### src/rtl/netbus_pkg.sv
// rtl/netbus_pkg.sv - shared NetBus widths, state encoding and one-hot helper.
package netbus_pkg;

  localparam int EOF_BIT = 0;

  typedef enum logic {IDLE, XFER} nb_state_e;

  function automatic int NB_W(input int dw);
    return dw * 9 + 14;
  endfunction

  function automatic logic [1:0] nb_idx(input logic [3:0] oh);
    nb_idx = 2'd0;
    for (int i = 0; i < 4; i++)
      if (oh[i]) nb_idx = 2'(i);
  endfunction

endpackage

### src/rtl/netbus_rr_pick.sv
// rtl/netbus_rr_pick.sv - 4-way round-robin picker, search starts one past the pointer.
module netbus_rr_pick (
  input  logic [3:0] request,
  input  logic [1:0] pointer,
  output logic [3:0] grant,
  output logic       valid
);

  logic [1:0] idx;

  // Walk from farthest to nearest so the nearest requester after pointer wins.
  always_comb begin
    grant = 4'b0000;
    idx   = 2'd0;
    for (int k = 4; k >= 1; k--) begin
      idx = pointer + 2'(k);
      if (request[idx]) grant = 4'b0001 << idx;
    end
  end

  assign valid = |request;

endmodule

### src/rtl/netbus_frame_arbiter.sv
// rtl/netbus_frame_arbiter.sv - frame-granular 4:1 NetBus arbiter, real-time first, starvation promotion.
module netbus_frame_arbiter
  import netbus_pkg::*;
#(
  parameter int         DATA_WIDTH   = 4,
  parameter logic [3:0] RT_MASK      = 4'b0000,
  parameter int         STARVE_LIMIT = 8
) (
  input  logic                              RCLK,
  input  logic                              RESETn,
  input  logic [4*NB_W(DATA_WIDTH)-1:0]     IN_DATA,
  input  logic [3:0]                        IN_VALID,
  input  logic [3:0]                        IN_FRAME,
  output logic [3:0]                        IN_READY,
  output logic [NB_W(DATA_WIDTH)-1:0]       OUT_DATA,
  output logic                              OUT_VALID,
  input  logic                              OUT_READY,
  output logic [3:0]                        GRANT,
  output logic                              BUSY,
  output logic                              PROMOTED
);

  localparam int W = NB_W(DATA_WIDTH);

  nb_state_e  state;
  logic [1:0] rr_rt, rr_norm;
  logic [7:0] starve_cnt [4];

  logic [3:0] elig, rt_req, norm_elig, starved, norm_req;
  logic [3:0] rt_gnt, nm_gnt, win;
  logic       rt_vld, nm_vld, any_starved, win_is_rt, arb_go;
  logic [1:0] win_idx, g_idx;

  assign elig      = (RT_MASK & IN_VALID) | (~RT_MASK & IN_FRAME);
  assign rt_req    = elig & RT_MASK;
  assign norm_elig = elig & ~RT_MASK;

  always_comb begin
    starved = 4'b0000;
    for (int i = 0; i < 4; i++)
      starved[i] = norm_elig[i] && (starve_cnt[i] >= 8'(STARVE_LIMIT));
  end

  // The normal picker doubles as the promotion picker when any port is starved.
  assign any_starved = |starved;
  assign norm_req    = any_starved ? starved : norm_elig;

  netbus_rr_pick u_pick_rt (
    .request (rt_req),
    .pointer (rr_rt),
    .grant   (rt_gnt),
    .valid   (rt_vld)
  );

  netbus_rr_pick u_pick_norm (
    .request (norm_req),
    .pointer (rr_norm),
    .grant   (nm_gnt),
    .valid   (nm_vld)
  );

  assign win_is_rt = !any_starved && rt_vld;
  assign win       = win_is_rt ? rt_gnt : nm_gnt;
  assign win_idx   = nb_idx(win);
  assign arb_go    = rt_vld | nm_vld;

  assign g_idx     = nb_idx(GRANT);
  assign BUSY      = (state == XFER);
  assign OUT_DATA  = IN_DATA[int'(g_idx)*W +: W];
  assign OUT_VALID = BUSY && IN_VALID[g_idx];
  assign IN_READY  = BUSY ? (GRANT & {4{OUT_READY}}) : 4'b0000;

  always_ff @(posedge RCLK or negedge RESETn) begin
    if (!RESETn) begin
      state    <= IDLE;
      GRANT    <= 4'b0000;
      PROMOTED <= 1'b0;
      rr_rt    <= 2'd3;
      rr_norm  <= 2'd3;
      for (int i = 0; i < 4; i++) starve_cnt[i] <= 8'd0;
    end else begin
      PROMOTED <= 1'b0;
      case (state)
        IDLE: begin
          if (arb_go) begin
            state    <= XFER;
            GRANT    <= win;
            PROMOTED <= any_starved;
            if (win_is_rt) rr_rt   <= win_idx;
            else           rr_norm <= win_idx;
            for (int i = 0; i < 4; i++) begin
              if (win[i])
                starve_cnt[i] <= 8'd0;
              else if (norm_elig[i] && starve_cnt[i] != 8'd255)
                starve_cnt[i] <= starve_cnt[i] + 8'd1;
            end
          end
        end
        XFER: begin
          if (OUT_VALID && OUT_READY && OUT_DATA[EOF_BIT]) begin
            state <= IDLE;
            GRANT <= 4'b0000;
          end
        end
        default: state <= IDLE;
      endcase
    end
  end

endmodule

### config.mk
export PLATFORM = sky130hd
export DESIGN_NAME = netbus_frame_arbiter
export DESIGN_NICKNAME = d
export VERILOG_FILES = /design/src/rtl/netbus_pkg.sv /design/src/rtl/netbus_rr_pick.sv /design/src/rtl/netbus_frame_arbiter.sv
export SDC_FILE = /design/constraint.sdc
export NUM_CORES = 1
export LEC_CHECK = 0
export ABC_CLOCK_PERIOD_IN_PS = 3500
export BUFFER_PORTS_ARGS = -buffer_cell sky130_fd_sc_hd__buf_2
export CORE_ASPECT_RATIO = 1.2
export CORE_MARGIN = 5
export CORE_UTILIZATION = 44
export DETAILED_ROUTE_END_ITERATION = 6
export GPL_TIMING_DRIVEN = 0
export PLACE_DENSITY = 0.89
export SLEW_MARGIN = 15
export SYNTH_ARGS = -nofsm -noshare
export SYNTH_HDL_FRONTEND = slang
export SYNTH_SLANG_ARGS = --single-unit
### constraint.sdc
create_clock -name RCLK -period 3.5 [get_ports RCLK]
set_input_delay 0.525 -clock RCLK [delete_from_list [all_inputs] [get_ports RCLK]]
set_output_delay 0.525 -clock RCLK [all_outputs]
set_load 0.02 [all_outputs]
==> parameters.txt <==
Parameter                              Value

Outcome
  Run status    finished clean

Placed design
  Final weighted congestion of routability-driven global placement    just over 1
  Port Buf Inserts    between 200 and 300
  HPWL Detailed    roughly 16000 microns
  Standard cell area after detailed placement    around 0.0057 sq mm
  Worst slack at placement    0.192 ns
  Placed Cells    978

Worst setup path
  Highest fanout seen on the critical path    10
  Required time of the worst setup path    between 2 and 3 ns
  Data arrival time at the worst-slack endpoint    ~2.8 ns
  Kind of capture point of the worst setup path    output port
  Worst reg2reg path depth    10
  Type of the worst setup path    reg2out
  Worst stage delay on the critical path    approximately 0.64 ns
  Startpoint class of the critical path    flop
  Critical path cell sequence    clkbuf_1 > buf_1 > mux2i_1 > nor2_1 > a21oi_1 > o21ai_0 > buf_2
  Combined buffer and inverter count along the critical path    3
  Top Family by Delay on Critical Path    buffers and inverters
  Logic depth of the worst setup path including buffers    7
  Critical Path Slowest Stage Cell    sky130_fd_sc_hd__buf_1

Final layout
  Fin area    ~0.0059 sq mm
  Storage cell area    about 0.0010 sq mm
  Multi-input combinational cell area    just over 0.003 sq mm
  Count of placed standard cells in the final layout, fillers left out    roughly 990
  Number of fill cells in the layout    921
  Share of the core filled with cells in the final layout    62.2%
  Share of final-layout standard cells stronger than drive strength 1    between 30 and 40%
  Final net count    1085
  Area growth from synthesis to final layout    39.4%

Yosys
  Top flip-flop cell by instance count after synthesis    sky130_fd_sc_hd__dfrtp_1
  Count of flip-flops with a built-in enable after synthesis    0
  Area fraction of the dominant cell type after synthesis    22.5%
  Synth top cells by count    sky130_fd_sc_hd__nor2_1 (95), sky130_fd_sc_hd__nand2_1 (76), sky130_fd_sc_hd__a21oi_1 (58), sky130_fd_sc_hd__o21ai_0 (58), sky130_fd_sc_hd__mux2i_1 (54)
  Average size of a mapped cell    slightly above 7 sq um
  Netlist area before placement    roughly 0.0042 sq mm
  Async set or reset register ratio after synthesis    100%
  Synth Net Count    808
  Most area-consuming cells after synthesis    sky130_fd_sc_hd__dfrtp_1 (23%), sky130_fd_sc_hd__mux2i_1 (13%), sky130_fd_sc_hd__nor2_1 (8.4%), sky130_fd_sc_hd__a21oi_1 (6.9%), sky130_fd_sc_hd__o21ai_0 (6.9%)
  Count of different cell masters after synthesis    59
  Sequential cell area fraction in the yosys report    about a quarter
  Cell count after synthesis    around 590
  Most common cell in the netlist    sky130_fd_sc_hd__nor2_1
  Yosys warning total    0
  Post-synthesis sequential element count    40
  Cell type with the highest aggregate area in the netlist    sky130_fd_sc_hd__dfrtp_1

Route
  Number of design rule violations left after detail routing    0
  Router iterations before antenna repair    5
  Number of violations reported at the end of detailed-routing iteration 0    between 600 and 700
  WL final    19600 microns
  Mean number of vias per cell    about 5.7
  Per-cell routed wire length    between 15 and 20 microns
  Count of nets left with antenna violations after detail routing    0
  Via count of the routed design    approximately 5.7k

Timing
  Setup-violating endpoint count in the final report    0
  Final hold violation count    0
  Post-route setup TNS    0 ns
  Transition at the pin with the smallest max-transition slack    roughly 0.9 ns
  Period utilisation layout    a little over nine tenths
  Final Hold Slack    approximately 0.37 ns
  Max-slew headroom at the worst pin    approximately two fifths
  Worst clock skew    0.00437 ns
  Setup ws final    between 0.1 and 0.15 ns
  Final Max Tran Viols    0
  Final period demand of the worst path    3.36 ns
  Fmax    slightly below 300 MHz
  Setup repair after global routing missed its margin    false

Global route
  Vias in the first global route    5281
  GRT overflow    0
  GRT Total Usage    between 30% and 40%
  Global-route wire length before repair    roughly 30000 microns
  Antenna violations before repair    1
  Largest net degree at the start of global routing    41

Floorplanning
  Effective utilization at floorplan    approximately 45%
  Boundary Pins    approximately 270
  Floorplan core area    0.00947 sq mm
  Floorplan die width    99.4 microns
  Area enclosed by the die boundary    ~0.012 sq mm
  Number of rows created at floorplan    39
  Die Span Y    117 microns

Clock network
  Sink count of the clock tree    40
  Post-CTS Setup Repair Bufs    0
  TritonCTS clock tree    yes
  CTS clock-pin slew for the worst setup and hold paths    around 0.060 ns
  Total clock buffers created by CTS    5
  Root buf cell    sky130_fd_sc_hd__clkbuf_16
  Later-pin clock latency in the skew report    around 0.28 ns
  Max Root-Sink Buffers    2
  H-tree depth    2

Flow run
  Count of maximum capacitance violations    0

Power and ir drop
  Power density over the cells    around 750 mW/mm^2
  Reported leakage power    approximately 2.9 nW
  Design Power    4.44 mW
  Maximum resistive drop on vdd    between 0.4 and 0.5 mV

Hold path
  Type of the tightest min-delay check    in2async
## power breakdown
group / total [mW] / switching [mW] / internal, mW / leakage [nW]
combinational: 3.24 / 2.12 / 1.12 / 2.31
sequential: 0.753 / 0.156 / 0.597 / 0.528
clock: 0.450 / 0.188 / 0.263 / 0.0736
total: 4.44 / 2.46 / 1.98 / 2.91
## cells in the final DEF (no fill, tap or decap), types with 12 or more instances in the layout
cell type	synthesis	final
sky130_fd_sc_hd__a21oi_1	58	58
sky130_fd_sc_hd__buf_2	0	270
sky130_fd_sc_hd__clkbuf_1	26	26
sky130_fd_sc_hd__dfrtp_1	38	38
sky130_fd_sc_hd__ha_1	12	12
sky130_fd_sc_hd__inv_1	17	17
sky130_fd_sc_hd__mux2i_1	54	54
sky130_fd_sc_hd__nand2_1	76	76
sky130_fd_sc_hd__nand3_1	13	13
sky130_fd_sc_hd__nand4_1	16	16
sky130_fd_sc_hd__nor2_1	95	95
sky130_fd_sc_hd__o21ai_0	58	58
sky130_fd_sc_hd__xor2_1	14	14
## sequential cells by signal (all words and copies together) (netlist names)
| signal | flops |
|---|---|
| BUSY | 1 |
| GRANT | 4 |
| starve_cnt | 32 |
| PROMOTED | 1 |
| rr_norm | 2 |
## final timing paths
path	startpoint	to	slack (ns)
max	GRANT[1]$_DFFE_PN0P_	OUT_DATA[30]	0.14
min	RESETn	starve_cnt[25]$_DFFE_PN0P_	0.37
max reg2reg	starve_cnt[20]$_DFFE_PN0P_	starve_cnt[17]$_DFFE_PN0P_	0.20
min reg2reg	rr_norm[1]$_DFFE_PN1P_	rr_norm[1]$_DFFE_PN1P_	0.54
max in group asynchronous	RESETn	starve_cnt[0]$_DFFE_PN0P_	2.56
min in group RCLK	rr_norm[1]$_DFFE_PN1P_	rr_norm[1]$_DFFE_PN1P_	0.54
## timing repair
action | in CTS | in global routing
pin swaps | 0 | 0
gates resized for setup | 2 | 3
endpoints found under the setup margin | 2 | 10
hold buffers | 0 | 0
## worst reg2reg max path: cells and delay by family, from the launching register on
kind / cells / cell delay (ns)
AO/OA/AOI/OAI: 6 / 1.77
AND/OR/NAND/NOR: 3 / 0.89
flip-flops: 1 / 0.43
buffers and inverters: 1 / 0.13
## layout make-up
type	count	area share (%)
multi-input combinational	494	51.3
antenna	1	0.0425
buffer	33	2.42
clock inverter	3	0.319
sequential	40	17.1
timing repair buffer	270	23.0
clock buffer	5	2.13
tap	123	2.62
inverter	18	1.15
## layer usage
layer | routed length, microns | GRT usage, % | vias up | share of wire [%]
met1 | 7800 | 44.5 | 2623 | 40
li1 | - | - | 2633 | -
met4 | 342 | 7.69 | 0 | 1.7
met2 | 8760 | 48.2 | 376 | 45
met3 | 2740 | 8.73 | 36 | 14
met5 | 0 | 0 | - | 0
## cells by family after synthesis
| group | count (synthesis) | share of synthesized area (%) |
|---|---|---|
| flip-flops | 40 | 23.8 |
| adder cells (fa/ha/maj) | 12 | 3.56 |
| multiplexers | 56 | 13.3 |
| buffers and inverters | 51 | 4.71 |
| AO/OA/AOI/OAI | 165 | 24.6 |
| XOR/XNOR | 22 | 4.56 |
| AND/OR/NAND/NOR | 239 | 25.5 |
No activity file was read; power rests on OpenSTA's default activity.
